**config.mk**
```make
export PLATFORM = sky130hd
export DESIGN_NAME = alu_secure_pipe
export DESIGN_NICKNAME = d
export VERILOG_FILES = /design/src/rtl/alu_secure_pipe.sv
export SDC_FILE = /design/constraint.sdc
export NUM_CORES = 1
export LEC_CHECK = 0
export BUFFER_PORTS_ARGS = -buffer_cell sky130_fd_sc_hd__buf_2
export CAP_MARGIN = 20
export CORE_ASPECT_RATIO = 1.2
export CORE_UTILIZATION = 60
export CTS_CLUSTER_SIZE = 20
export DETAILED_ROUTE_END_ITERATION = 12
export PLACE_DENSITY = 0.9
export SLEW_MARGIN = 20
export SYNTH_ARGS = -nofsm -noshare
export SYNTH_HDL_FRONTEND = slang
export SYNTH_SLANG_ARGS = --single-unit
```
**constraint.sdc**
```tcl
create_clock -name clk -period 6.5 [get_ports clk]
set_input_delay 1.3 -clock clk [delete_from_list [all_inputs] [get_ports clk]]
set_output_delay 1.3 -clock clk [all_outputs]
set_load 0.005 [all_outputs]
```
**src/rtl/alu_secure_pipe.sv**
```systemverilog
// alu_secure_pipe: width-parametrised secure ALU with valid/ready on both sides.
// Optional duplicated compute path with sticky fault flag: define ALU_DMR_EN.
module alu_secure_pipe #(
    parameter int WIDTH = 8,
    parameter int CNT_W = 16
) (
    input  logic             clk,
    input  logic             rst,
    input  logic             in_valid,
    output logic             in_ready,
    input  logic [WIDTH-1:0] A,
    input  logic [WIDTH-1:0] B,
    input  logic [2:0]       op,
    output logic             out_valid,
    input  logic             out_ready,
    output logic [WIDTH-1:0] result,
    output logic             carry,
    output logic             zero,
    output logic             overflow,
    output logic             illegal,
    output logic             fault,
    output logic [CNT_W-1:0] op_count
);

    typedef enum logic [1:0] {
        IDLE = 2'd0,
        EXEC = 2'd1,
        DONE = 2'd2
    } state_t;

    localparam logic [WIDTH-1:0] WV = WIDTH[WIDTH-1:0];
    localparam int MSB = WIDTH - 1;

    state_t state, state_n;

    logic [WIDTH-1:0] a_q, b_q;
    logic [2:0]       op_q;

    logic [WIDTH:0]   p_ext;
    logic [WIDTH-1:0] p_amt;
    logic [WIDTH-1:0] p_res;
    logic             p_c, p_v, p_ill;

    logic             mism;
    logic             fault_q;

    // State register
    always_ff @(posedge clk or posedge rst) begin
        if (rst) state <= IDLE;
        else     state <= state_n;
    end

    // Next-state and handshake outputs
    always_comb begin
        state_n   = state;
        in_ready  = 1'b0;
        out_valid = 1'b0;
        unique case (state)
            IDLE: begin
                in_ready = 1'b1;
                if (in_valid) state_n = EXEC;
            end
            EXEC: state_n = DONE;
            DONE: begin
                out_valid = 1'b1;
                if (out_ready) state_n = IDLE;
            end
            default: state_n = IDLE;
        endcase
    end

    // Primary compute path on the latched operands
    always_comb begin
        p_ext = '0;
        p_res = '0;
        p_c   = 1'b0;
        p_v   = 1'b0;
        p_ill = 1'b0;
        p_amt = b_q % WV;
        case (op_q)
            3'b000: begin
                p_ext = {1'b0, a_q} + {1'b0, b_q};
                p_res = p_ext[WIDTH-1:0];
                p_c   = p_ext[WIDTH];
                p_v   = (a_q[MSB] == b_q[MSB]) &&
                        (p_res[MSB] != a_q[MSB]);
            end
            3'b001: begin
                p_ext = {1'b0, a_q} - {1'b0, b_q};
                p_res = p_ext[WIDTH-1:0];
                p_c   = p_ext[WIDTH];
                p_v   = (a_q[MSB] != b_q[MSB]) &&
                        (p_res[MSB] != a_q[MSB]);
            end
            3'b010: p_res = a_q & b_q;
            3'b011: p_res = a_q | b_q;
            3'b100: p_res = a_q ^ b_q;
            3'b101: begin
                // Bit WIDTH catches the last bit shifted out
                p_ext = {1'b0, a_q} << p_amt;
                p_res = p_ext[WIDTH-1:0];
                p_c   = p_ext[WIDTH];
            end
            3'b110: begin
                // Bit 0 catches the last bit shifted out
                p_ext = {a_q, 1'b0} >> p_amt;
                p_res = p_ext[WIDTH:1];
                p_c   = p_ext[0];
            end
            default: p_ill = 1'b1;
        endcase
    end

`ifdef ALU_DMR_EN
    logic [WIDTH-1:0] alt_res;
    logic             alt_c, alt_v;
    logic [WIDTH-1:0] alt_amt;
    logic [WIDTH-1:0] alt_bo;
    logic             alt_ci, alt_cm;

    // Redundant path: ripple adder and bit-serial shifter
    always_comb begin
        alt_res = '0;
        alt_c   = 1'b0;
        alt_v   = 1'b0;
        alt_cm  = 1'b0;
        alt_amt = b_q % WV;
        alt_bo  = (op_q == 3'b001) ? ~b_q : b_q;
        alt_ci  = (op_q == 3'b001);
        case (op_q)
            3'b000, 3'b001: begin
                for (int i = 0; i < WIDTH; i++) begin
                    if (i == MSB) alt_cm = alt_ci;
                    alt_res[i] = a_q[i] ^ alt_bo[i] ^ alt_ci;
                    alt_ci = (a_q[i] & alt_bo[i]) |
                             (alt_ci & (a_q[i] ^ alt_bo[i]));
                end
                alt_c = (op_q == 3'b001) ? ~alt_ci : alt_ci;
                alt_v = alt_cm ^ alt_ci;
            end
            3'b010: alt_res = ~(~a_q | ~b_q);
            3'b011: alt_res = ~(~a_q & ~b_q);
            3'b100: alt_res = (a_q | b_q) & ~(a_q & b_q);
            3'b101: begin
                alt_res = a_q;
                for (int i = 0; i < WIDTH; i++) begin
                    if (i < int'(alt_amt)) begin
                        alt_c   = alt_res[MSB];
                        alt_res = {alt_res[WIDTH-2:0], 1'b0};
                    end
                end
            end
            3'b110: begin
                alt_res = a_q;
                for (int i = 0; i < WIDTH; i++) begin
                    if (i < int'(alt_amt)) begin
                        alt_c   = alt_res[0];
                        alt_res = {1'b0, alt_res[WIDTH-1:1]};
                    end
                end
            end
            default: alt_res = '0;
        endcase
    end

    assign mism = ({p_res, p_c, p_v} != {alt_res, alt_c, alt_v});
`else
    assign mism = 1'b0;
`endif

    // Operand capture, result registers, fault flag and op counter
    always_ff @(posedge clk or posedge rst) begin
        if (rst) begin
            a_q      <= '0;
            b_q      <= '0;
            op_q     <= '0;
            result   <= '0;
            carry    <= 1'b0;
            zero     <= 1'b0;
            overflow <= 1'b0;
            illegal  <= 1'b0;
            fault_q  <= 1'b0;
            op_count <= '0;
        end else begin
            if (state == IDLE && in_valid) begin
                a_q  <= A;
                b_q  <= B;
                op_q <= op;
            end
            if (state == EXEC) begin
                illegal <= p_ill;
                if (mism) begin
                    fault_q  <= 1'b1;
                    result   <= '0;
                    carry    <= 1'b0;
                    overflow <= 1'b0;
                    zero     <= 1'b1;
                end else begin
                    result   <= p_res;
                    carry    <= p_c;
                    overflow <= p_v;
                    zero     <= (p_res == '0);
                end
            end
            if (state == DONE && out_ready && op_count != '1) begin
                op_count <= op_count + 1'b1;
            end
        end
    end

    assign fault = fault_q;

endmodule

```
== Word-level counts from Yosys, hierarchy flattened ==
Cells that the tools add are included.

* Input bits: 23
* Register bits: 49
* Output and inout bits: 31

* Muxes and demuxes: 9
* $add $sub $neg: 3
* Shift-type cells: 2
* Reductions and logical operators: 10
* Eq/ne operators: 15
* Bitwise gates (word level): 3

{| class="wikitable"
|+ Operators with widths
! kind !! number
|-
| one-hot mux 8 bit (7 select lines) || 1
|-
| adder 16 x 1 -> 16 bit (second input constant) || 1
|-
| inequality test 16 bit (second input constant) || 1
|-
| adder 8 x 8 -> 9 bit || 1
|-
| == test 3 bit (second input constant) || 3
|-
| left shift 8 x 3 -> 9 bit || 1
|-
| >> shifter 9 x 3 -> 9 bit || 1
|-
| subtractor 8 x 8 -> 9 bit || 1
|-
| AND 8 bit || 1
|-
| zero test 8 bit || 1
|-
| bitwise OR 8 bit || 1
|-
| bitwise XOR 8 bit || 1
|-
| OR reduction 7 bit || 1
|-
| == test 3 x 2 -> 1 bit (second input constant) || 2
|-
| one-hot mux 2 bit (3 select lines) || 1
|-
| logical AND 1 bit || 5
|-
| 2-to-1 mux 2 bit || 2
|-
| inequality test 2 bit (second input constant) || 2
|-
| one-hot mux 1 bit (4 select lines) || 1
|-
| == test 3 x 1 -> 1 bit (second input constant) || 1
|-
| zero test 3 bit || 1
|-
| 2-to-1 mux 1 bit || 3
|-
| inequality test 1 bit || 3
|-
| == test 2 x 1 -> 1 bit (second input constant) || 1
|-
| other kinds (5) || 5
|}

== Longest topological paths before layout ==
Gate-level depths: netlist of run 1.

* Depth in word-level cells: 4
* Mapped depth: 11
* Depth with buffers taken out: 10

== Least setup slack after synthesis of run 1 ==
No wires, ideal clock.

* Path kind: flip-flop to flip-flop
* Start: register b_q[1]
* End: register zero
* Required time: 6,434 ps
* Path slack: 3,822 ps
* Stages on the path, launching flop included: 12
* Arrival: 2,612 ps
* Setup time: 66 ps
* Buffers on the path: 2
* Path through: dfrtp_1 > buf_2 > buf_2 > inv_1 > ha_1 > o21bai_1 > a211oi_1 > or3_1 > nand3_1 > o211ai_1 > nor4_1 > a41o_1

* Word-level cells in the longest chain between the ends: 3

{| class="wikitable"
|+ Ends and longest elaborated chain
! what !! RTL line !! source
|-
| start, declared || 36 || <nowiki>logic [WIDTH-1:0] a_q, b_q;</nowiki>
|-
| start signal, assigned || 175 || <nowiki>b_q <= '0;</nowiki>
|-
| start signal, assigned || 187 || <nowiki>b_q <= B;</nowiki>
|-
| subtractor 8 x 8 -> 9 bit (tied with other cells) || 89 || <nowiki>p_ext = {1'b0, a_q} - {1'b0, b_q};</nowiki>
|-
| one-hot mux 8 bit (7 select lines) (*) || 80 || <nowiki>case (op_q)</nowiki>
|-
| zero test 8 bit (*) || 202 || <nowiki>zero <= (p_res == '0);</nowiki>
|-
| end signal, assigned || 202 ||
|-
| end, declared || 18 || <nowiki>output logic zero,</nowiki>
|}

Every way passes the cells marked *; elsewhere a longest branch is shown, timed or not.
A chain may end at the register's enable or synchronous reset.

== Worst setup path in the final report of run 1 ==
Ends and elaborated chain as after synthesis.

==> metrics.cfg, run 1 <==
[clock_tree]
htree_levels = 2
ctsResizeCount = 0
clk-insertion-delay-late_ps = 310
cts.sinks = 49
cts_max_path_buffers = 2
cts_setup_buffers = 0
hold_buffers = 0
clk_pin_slew_ps = 100
cts_made_buffers = 5
cts_root_buf = clkbuf_8
cts_tree = built

[timing]
finalWorstPathRequiredPeriod_ps = 3200
max_slew.worst_pin.slew_ps = 986
hold_viol = 0
fmax_ghz = 0.313
finalMaxSlewViolations = 0
setup_violations = 0
skew_ps = 6.59
post-route-period-util_pct = 49.2
finalSetupTns_ps = 0
rsz0062_at_grt = no
max_slew_margin_pct = 34.3

[yosys]
ys_seq_area_share_pct = 33.6
syn_inst = 402
synth_compound_area_share_pct = 18.8
yosysMostFrequentCell = dfrtp_1
synth_nets = 453
synth_top_family_by_area = compound AO/OA/AOI/OAI gates
synth_xor_area_share_pct = 4.80
synth_top_area_share_pct = 33.6
avgSynthCellArea_um2 = 9.07
synthArstFlopShare_pct = 100
yosys_register_bits = 49
synth.mux.area_fraction_pct = 10.1
synth_area_leaders = dfrtp_1 34%, ha_1 8.9%, o21ai_0 5.8%, nand2_1 4.8%, mux4_2 3.7%
yosys.area_share.adder_pct = 10.0
yosys_most_used_dff = dfrtp_1
synth_top_area_cell = dfrtp_1
syn_area_um2 = 3650
yosysWarnings = 0
ys_top_cells_by_count = 49 x dfrtp_1, 47 x nand2_1, 42 x o21ai_0, 26 x ha_1
ys_types = 63
synthSimpleGateAreaFrac_pct = 16.3
synth_edf_count = 0

[die]
rows = 30
die_area_um2 = 6390
coreArea_um2 = 5740
die_y_um = 87.4
die-width_um = 73.2
pin_count = 54
initial_core_util_pct = 63.5

[grt]
grt_max_degree = 50
antenna_found_initial = 0
grt_usage_pct = 29.2
grt_pass1_wl_um = 14400
gr-total-overflow = 0
grt_pass1_vias = 2901

[detailed_routing]
drt-initial-drc-count = 266
num_vias = 3172
first_pass_iters = 6
vias_per_cell = 6.12
drc = 0
wl_per_cell_um = 17.2
wl_um = 8920
antenna_left = 0

[finish]
fin_nets = 488
n_fill_cell = 473
fin_area_um2 = 4000
final_cells = 518
area_delta_synth_final_pct = 9.57
layout-drive-gt1-share_pct = 20.3
final_core_util_pct = 69.6
antennaDiodeCount = 0

[worst_setup_path]
critPathTopFamily = flip-flops
rrSetupSlack_ps = 3300
cp_cell_sequence = inv_1 -> ha_1 -> o21bai_1 -> a211oi_1 -> or3_1 -> nand3_1 -> o211ai_1 -> nor4_1 -> a41o_1
cp_slowest_cell = dfrtp_1
arrival_ps = 3450
critPathRequiredTime_ps = 6750
critPathLaunchType = register
critPathMaxFanout = 26
worst-path-buf-inv = 1
cp-end-kind = register
critPathMaxStageDelay_ps = 1000
critical_path_class = register to register

[job]
cap_violations = 0

[placement]
io_buffers = 52
globalplace.congestion = 1.01
place_area_um2 = 3880
numPlacedInstances = 510
dpl.hpwl_um = 6630

[power_and_ir_drop]
power_mw = 2.10
peakVddDrop_mv = 0.310
powerDensity_nw_per_um2 = 525
leakagePower_nw = 1.84

[min_path]
hold_class = register to register

[outcome]
outcome = completed

==> flip-flops by register name (all words and copies together) (netlist names) <==
register  count
illegal       1
carry         1
op_q          3
zero          1
a_q           8
result        8
b_q           8
op_count     16
state         2
overflow      1
==> worst register-to-register path, cell delays in order (launching register included) <==
cell	delay, ps
dfrtp_1	1000
inv_1	230
ha_1	410
o21bai_1	300
a211oi_1	140
or3_1	350
nand3_1	90
o211ai_1	120
nor4_1	300
a41o_1	210
==> cell families after synthesis <==
family	Yosys count
muxes	28
AOI/OAI and AO/OA	104
other	1
DFF	49
and+or+nand+nor	122
adders and majority gates	28
xor gates and xnor gates	20
buffers and inverters	50
==> layout make-up <==
| type | instances | area, um2 | area share, % |
|---|---|---|---|
| Sequential cell | 49 | 1230 | 30.7 |
| Clock buffer | 5 | 68.8 | 1.72 |
| Multi-Input combinational cell | 303 | 2190 | 54.8 |
| Inverter | 25 | 95.1 | 2.38 |
| Timing Repair Buffer | 53 | 268 | 6.70 |
| Clock inverter | 3 | 46.3 | 1.16 |
| Tap cell | 80 | 100 | 2.51 |
==> cell usage in the layout, fill, tap and decap left out, types with 3 or more instances in the layout <==
master    count
nand2_1      47
nand4_1       3
clkbuf_8      5
a21oi_1      17
nor2_1       22
o21ai_0      42
nand2b_1      6
inv_1        21
nor2b_1       4
and2_1        3
mux2_2        9
ha_1         26
xnor2_1      15
a31oi_1       3
mux4_2        6
xor2_1        5
o21bai_1      3
and3_1        4
nor3_1        4
a211oi_1      8
mux2i_1      13
o211ai_1      3
nand3_1      15
dfrtp_1      49
buf_2        52
or3_1         3
a221oi_1      4
==> where the power goes <==
part,switching (mW),internal (mW)
logic,0.703,0.544
clock network,0.108,0.115
registers,0.220,0.407
total,1.03,1.07
==> worst paths after layout <==
kind                                              start  cells past startpoint                      end
worst max register to register       b_q[1]$_DFFE_PP0P_                      9         zero$_DFFE_PP0N_
max in group asynchronous                           rst                      2       a_q[1]$_DFFE_PP0P_
min in group asynchronous                           rst                      2  op_count[2]$_DFFE_PP0P_
worst max-delay path                 b_q[1]$_DFFE_PP0P_                      9         zero$_DFFE_PP0N_
worst min register to register  op_count[3]$_DFFE_PP0P_                      1  op_count[3]$_DFFE_PP0P_
worst min-delay path            op_count[3]$_DFFE_PP0P_                      1  op_count[3]$_DFFE_PP0P_
==> per-layer routing <==
metal	vias up	GRT usage, %	routed length (um)
met5	-	0	0
met4	0	11.8	325
met3	33	4.75	545
met2	151	46.5	4240
met1	1499	39.4	3810
li1	1489	-	-
==> metrics by stage <==
step,hold WS (ps),setup WS (ps)
after floorplan,473,3820
after CTS,501,3330
final,499,3300
after detailed placement,486,3370
after global routing,523,3100
after global placement,459,3530
(Power assumes the default switching activity.)
==> run 2: changes to the inputs <==
Settings changed: ABC_AREA set to 1, CORE_UTILIZATION 60 to 53, PLACE_DENSITY 0.9 to 0.84.
Clock period 6.5 ns to 2.88 ns, I/O delays scaled along.
==> run 2 against run 1 <==
Compared with the run above:
- clock power increased by 100%
- critical path type unchanged
- sequential share of layout area down 2.0 points
- routed wire length rose by 26%
- critical path depth is 4 higher
- sequential power is 110% higher
- cell area grew 7.1%
- maximum frequency grew 28%
==> metrics.cfg, run 2 <==
[power_and_ir_drop]
powerDensity_nw_per_um2 = 1170  ; +120%
peakVddDrop_mv = 0.585  ; +89%
switching_share_pct = 55.9  ; +6.8 points
intPower_mw = 2.21  ; +110%
p_seq_share_pct = 25.8  ; -4.1 points
leakagePower_nw = 2.34  ; +27%
power_frac_comb_pct = 65.3  ; +5.9 points
pwr-share-clk_pct = 8.9  ; -1.7 points
switching_power_mw = 2.81  ; +170%
power_mw = 5.02  ; +140%

[yosys]
syn_inst = 590  ; +47%
avgSynthCellArea_um2 = 6.59  ; -27%
synth_top_area_cell = dfrtp_1
syn_area_um2 = 3890  ; +6.6%
synthArstFlopShare_pct = 100  ; unchanged
synth_nets = 641  ; +42%
synth_edf_count = 0  ; unchanged
yosysWarnings = 0  ; unchanged
ys_seq_area_share_pct = 31.5  ; -2.1 points
ys_top_cells_by_count = 179 x nand2_1, 85 x nand3_1, 67 x inv_1, 57 x nor2_1, 49 x dfrtp_1
yosysMostFrequentCell = nand2_1
ys_types = 31  ; -51%
yosys_most_used_dff = dfrtp_1
synth_area_leaders = dfrtp_1 32%, nand2_1 17%, nand3_1 11%, ha_1 8.4%, inv_1 6.5%
yosys_register_bits = 49  ; unchanged
synth_top_area_share_pct = 31.5  ; -2.1 points

[worst_setup_path]
critPathLaunchType = register
critical_path_class = register to register
arrival_ps = 2750  ; -700 ps
critPathMaxFanout = 11  ; -58%
cp-end-kind = register
critPathRequiredTime_ps = 3130  ; -3620 ps
rrSetupSlack_ps = 380  ; -2920 ps

[clock_tree]
cts_setup_buffers = 0  ; unchanged
cts_max_path_buffers = 2  ; unchanged
cts_root_buf = clkbuf_8
cts.sinks = 49  ; unchanged
cts_made_buffers = 5  ; unchanged
ctsResizeCount = 0  ; unchanged
clk_pin_slew_ps = 110  ; about the same
hold_buffers = 0  ; unchanged
clk-insertion-delay-late_ps = 320  ; about the same
cts_tree = built
htree_levels = 2  ; unchanged

[detailed_routing]
wl_per_cell_um = 15.5  ; -10%
num_vias = 4063  ; +28%
drt-initial-drc-count = 197  ; -26%
wl_um = 11200  ; +26%
drc = 0  ; unchanged
first_pass_iters = 6  ; unchanged
antenna_left = 0  ; unchanged
vias_per_cell = 5.61  ; -8.4%

[grt]
grt_max_degree = 40  ; -20%
grt_pass1_vias = 3896  ; +34%
grt_usage_pct = 31.5  ; +2.3 points
gr-total-overflow = 0  ; unchanged
grt_pass1_wl_um = 18300  ; +27%
antenna_found_initial = 0  ; unchanged

[timing]
finalMaxSlewViolations = 0  ; unchanged
post-route-period-util_pct = 86.7  ; +38 points
finalWorstPathRequiredPeriod_ps = 2500  ; -699 ps
finalSetupTns_ps = 0  ; unchanged
max_slew.worst_pin.slew_ps = 713  ; -273 ps
skew_ps = 10.4  ; +3.77 ps
rsz0062_at_grt = no
max_slew_margin_pct = 52.3  ; +18 points
hold_slack_ps = 284  ; -215 ps
hold_viol = 0  ; unchanged
fmax_ghz = 0.400  ; +28%
setup_violations = 0  ; unchanged
worst_slack_ps = 382  ; -2920 ps

[die]
initial_core_util_pct = 55.7  ; -7.8 points
rows = 33  ; +10%
pin_count = 54  ; unchanged
coreArea_um2 = 6980  ; +22%
die_y_um = 95.8  ; +9.6%
die-width_um = 80.2  ; +9.6%
die_area_um2 = 7680  ; +20%

[outcome]
outcome = completed

[finish]
final_cells = 724  ; +40%
largest_reg_flops = 16  ; unchanged
fin_nets = 687  ; +41%
largest-register = op_count
layout_common_cells = 179 x nand2_1, 85 x nand3_1, 66 x inv_1
fin_area_um2 = 4280  ; +7.1%
layout-drive-gt1-share_pct = 13.3  ; -7.0 points
area_delta_synth_final_pct = 10.1
n_fill_cell = 679  ; +44%
antennaDiodeCount = 0  ; unchanged
final_core_util_pct = 61.3  ; -8.2 points
layout_commonest_cell = nand2_1

[placement]
numPlacedInstances = 716  ; +40%
place_area_um2 = 4180  ; +7.8%
io_buffers = 52  ; unchanged
globalplace.congestion = 1.01  ; -0.43%
dpl.hpwl_um = 8820  ; +33%
pre_cts_ws_ps = 446  ; -2920 ps

[min_path]
hold_class = input port to asynchronous set/reset pin

[job]
cap_violations = 0  ; unchanged

[run 2: cell count changes in the layout (fill, tap and decap cells not counted), moves of 10 or more]
cell,change
nor2_1,+35
nand2_1,+132
inv_2,+10
mux2i_1,-13
o21ai_0,-11
xnor2_1,-11
inv_1,+45
nand3_1,+70
[run 2: worst paths after layout]
path / from / endpoint / cells past startpoint
setup / recovery: b_q[0]$_DFFE_PP0P_ / zero$_DFFE_PP0N_ / 13
hold reg to reg: result[3]$_DFFE_PP0N_ / result[3]$_DFFE_PP0N_ / 1
max in group asynchronous: rst / a_q[1]$_DFFE_PP0P_ / 3
hold / removal: rst / op_count[12]$_DFFE_PP0P_ / 2
min in group clk: B[3] / b_q[3]$_DFFE_PP0P_ / 3
setup reg to reg: b_q[0]$_DFFE_PP0P_ / zero$_DFFE_PP0N_ / 13
[run 2: kinds of logic (layout without fill, tap and decap cells)]
| family | Yosys count | count (layout) | share of synthesized area, % |
|---|---|---|---|
| buffers and inverters | 96 | 143 | 10.4 |
| other | 1 | 1 | 0.0965 |
| AND/OR/NAND/NOR | 348 | 348 | 38.1 |
| XOR/XNOR | 13 | 13 | 2.93 |
| adder cells (fa/ha/maj) | 28 | 28 | 9.40 |
| flip-flops | 49 | 49 | 31.5 |
| AO/OA/AOI/OAI | 55 | 55 | 7.53 |
[run 2: routing by layer]
layer	GRT usage, %	vias to the layer above	share of wire [%]
met5	0	-	0
met4	17.3	0	5.3
met3	3.70	41	4.9
met2	56.7	171	50
met1	36.2	1876	40
li1	-	1975	-
[run 2: power by group through the flow]
stage / sequential (mW) / clock, mW / combinational [mW]
after global routing: 1.33 / 0.482 / 3.69
after floorplan: 1.20 / 0 / 2.40
after global placement: 1.28 / 0 / 3.17
after CTS: 1.29 / 0.461 / 3.22
final: 1.29 / 0.448 / 3.28
after detailed placement: 1.30 / 0 / 3.21
[run 2: cell type report]
type	count	area [um2]	area share, %
Inverter	78	293	6.84
Tap cell	87	109	2.54
Sequential cell	49	1230	28.6
Timing Repair Buffer	57	298	6.96
Multi-Input combinational cell	445	2260	52.7
Clock buffer	5	68.8	1.61
Clock inverter	3	28.8	0.672
[run 2: worst max-delay path, cell delays in order, from the launching register on]
cell and delay [ps]:
dfrtp_1 530, ha_1 320, fa_1 470, nor2_1 140, nor2_1 60, nand2_1 60, nand2_1 60, nor2_1 150
nand2_1 90, nor2_1 180, nand3_1 90, nor2_1 130, nand3_1 80, nand2_1 70
==> run 3: changes to the inputs <==
Settings changed: PLACE_DENSITY 0.84 to 0.82.
==> run 3 against run 2 <==
Compared with the run above:
- cell area about the same
- routed wire length down 0.51%
- via count down 0.64%
- largest power group unchanged
- highest routed layer unchanged
==> metrics.cfg, run 3 (synthesis results as in run 2) <==
[worst_setup_path]
cp_slowest_cell = dfrtp_1
critPathLaunchType = register
critical_path_class = register to register
critPathTopFamily = simple AND/OR/NAND/NOR gates
cp_cell_sequence = inv_1 -> ha_1 -> nand3_1 -> nand2_1 -> nand2_1 -> nand3_1 -> nand2_1 -> nand3_1 -> nand2_1 -> nor2_1 -> nand3_1 -> nand2_1
cp-end-kind = register
path_common_cell = nand2_1
critPathRequiredTime_ps = 3130  ; about the same
critPathMaxFanout = 11  ; unchanged
worst-path-buf-inv = 1  ; +1
arrival_ps = 2610  ; -140 ps
critPathMaxStageDelay_ps = 510  ; -20 ps

[power_and_ir_drop]
powerDensity_nw_per_um2 = 1180  ; +0.19%
power_mw = 5.03  ; about the same
peakVddDrop_mv = 0.634  ; +8.3%
leakagePower_nw = 2.34  ; about the same

[timing]
max_slew.worst_pin.slew_ps = 609  ; -104 ps
rsz0062_at_grt = no
skew_ps = 7.36  ; -3.00 ps
finalWorstPathRequiredPeriod_ps = 2360  ; -140 ps
finalSetupTns_ps = 0  ; unchanged
hold_viol = 0  ; unchanged
fmax_ghz = 0.424  ; +5.9%
hold_slack_ps = 325  ; +40.9 ps
max_slew_margin_pct = 59.3  ; +7.0 points
post-route-period-util_pct = 81.9  ; -4.9 points
setup_violations = 0  ; unchanged
finalMaxSlewViolations = 0  ; unchanged

[grt]
gr-total-overflow = 0  ; unchanged
grt_usage_pct = 31.1  ; -0.38 points
grt_pass1_wl_um = 18300  ; -0.11%
grt_max_degree = 40  ; unchanged
antenna_found_initial = 0  ; unchanged
grt_pass1_vias = 3886  ; -0.26%

[die]
coreArea_um2 = 6980  ; unchanged
die-width_um = 80.2  ; unchanged
rows = 33  ; unchanged
die_y_um = 95.8  ; unchanged
initial_core_util_pct = 55.7  ; unchanged
die_area_um2 = 7680  ; unchanged
pin_count = 54  ; unchanged

[detailed_routing]
antenna_left = 0  ; unchanged
wl_um = 11100  ; -0.51%
vias_per_cell = 5.57  ; -0.78%
drt-initial-drc-count = 265  ; +35%
num_vias = 4037  ; -0.64%
wl_per_cell_um = 15.4  ; -0.65%
first_pass_iters = 5  ; -1
drc = 0  ; unchanged

[finish]
largest-register = op_count
layout-drive-gt1-share_pct = 13.3  ; -0.021 points
n_fill_cell = 686  ; +1.0%
layout_commonest_cell = nand2_1
final_cells = 725  ; +0.14%
fin_nets = 688  ; +0.15%
layout_common_cells = 179 x nand2_1, 85 x nand3_1, 66 x inv_1
seq_area_um2 = 1230  ; unchanged
largest_reg_flops = 16  ; unchanged
final_core_util_pct = 61.3  ; about the same
area_delta_synth_final_pct = 10.0  ; about the same
antennaDiodeCount = 0  ; unchanged
multi_input_area_um2 = 2260  ; unchanged

[placement]
globalplace.congestion = 1.02  ; +0.94%
dpl.hpwl_um = 8790  ; -0.29%
io_buffers = 52  ; unchanged
numPlacedInstances = 717  ; +0.14%

[clock_tree]
cts_root_buf = clkbuf_8
htree_levels = 2  ; unchanged
clk_pin_slew_ps = 100  ; about the same
cts_setup_buffers = 0  ; unchanged
ctsResizeCount = 0  ; unchanged
cts.sinks = 49  ; unchanged
cts_made_buffers = 5  ; unchanged
cts_tree = built
cts_max_path_buffers = 2  ; unchanged
hold_buffers = 0  ; unchanged
clk-insertion-delay-late_ps = 310  ; about the same

[job]
cap_violations = 0  ; unchanged

[min_path]
hold_class = input port to asynchronous set/reset pin

[outcome]
outcome = completed

## run 3: cell types whose count changed in the layout (fill, tap and decap cells not counted)
cell      before  now
clkinv_2       0    1
inv_8          1    0
clkbuf_1       0    1
buf_4          5    6
clkinv_4       1    0
## run 3: worst register-to-register path: cells and delay by family (launching register included)
kind | cells | cell delay [ps]
and+or+nand+nor | 10 | 1110
DFF | 1 | 510
adders and majority gates | 1 | 510
buffers and inverters | 1 | 170
## run 3: final timing paths
kind	slack, ps	endpoint	startpoint	depth (start not counted)
max	520	zero$_DFFE_PP0N_	b_q[2]$_DFFE_PP0P_	12
min	330	op_count[11]$_DFFE_PP0P_	rst	2
max reg2reg	520	zero$_DFFE_PP0N_	b_q[2]$_DFFE_PP0P_	12
min reg2reg	480	result[6]$_DFFE_PP0N_	result[6]$_DFFE_PP0N_	2
max in group asynchronous	1890	a_q[2]$_DFFE_PP0P_	rst	3
min in group clk	470	b_q[3]$_DFFE_PP0P_	B[3]	3
## run 3: metal layers
layer,wire length [um],GRT usage [%]
met1,4560,38.6
met2,5400,52.8
met3,716,3.89
met4,453,16.2
met5,0,0
## run 3: area by class of cell
class | instances | share of cell area (%)
sequential | 49 | 28.7
inverter | 78 | 6.85
multi-input combinational | 445 | 52.8
tap | 87 | 2.55
clock inverter | 2 | 0.322
timing repair buffer | 58 | 7.14
clock buffer | 6 | 1.70
## run 3: power by group
part	internal, mW	leakage [nW]	switching [mW]	total [mW]
Combinational	1.08	1.67	2.18	3.26
Sequential	0.954	0.619	0.380	1.33
Clock	0.174	0.0456	0.255	0.429
## run 3: stage by stage
stage / worst slack, ps / cell area [um2]
final: 522 / 4280
after global routing: 279 / 4280
after CTS: 549 / 4280
after detailed placement: 566 / 4190
after global placement: 542 / 4190
after floorplan: 922 / 3890
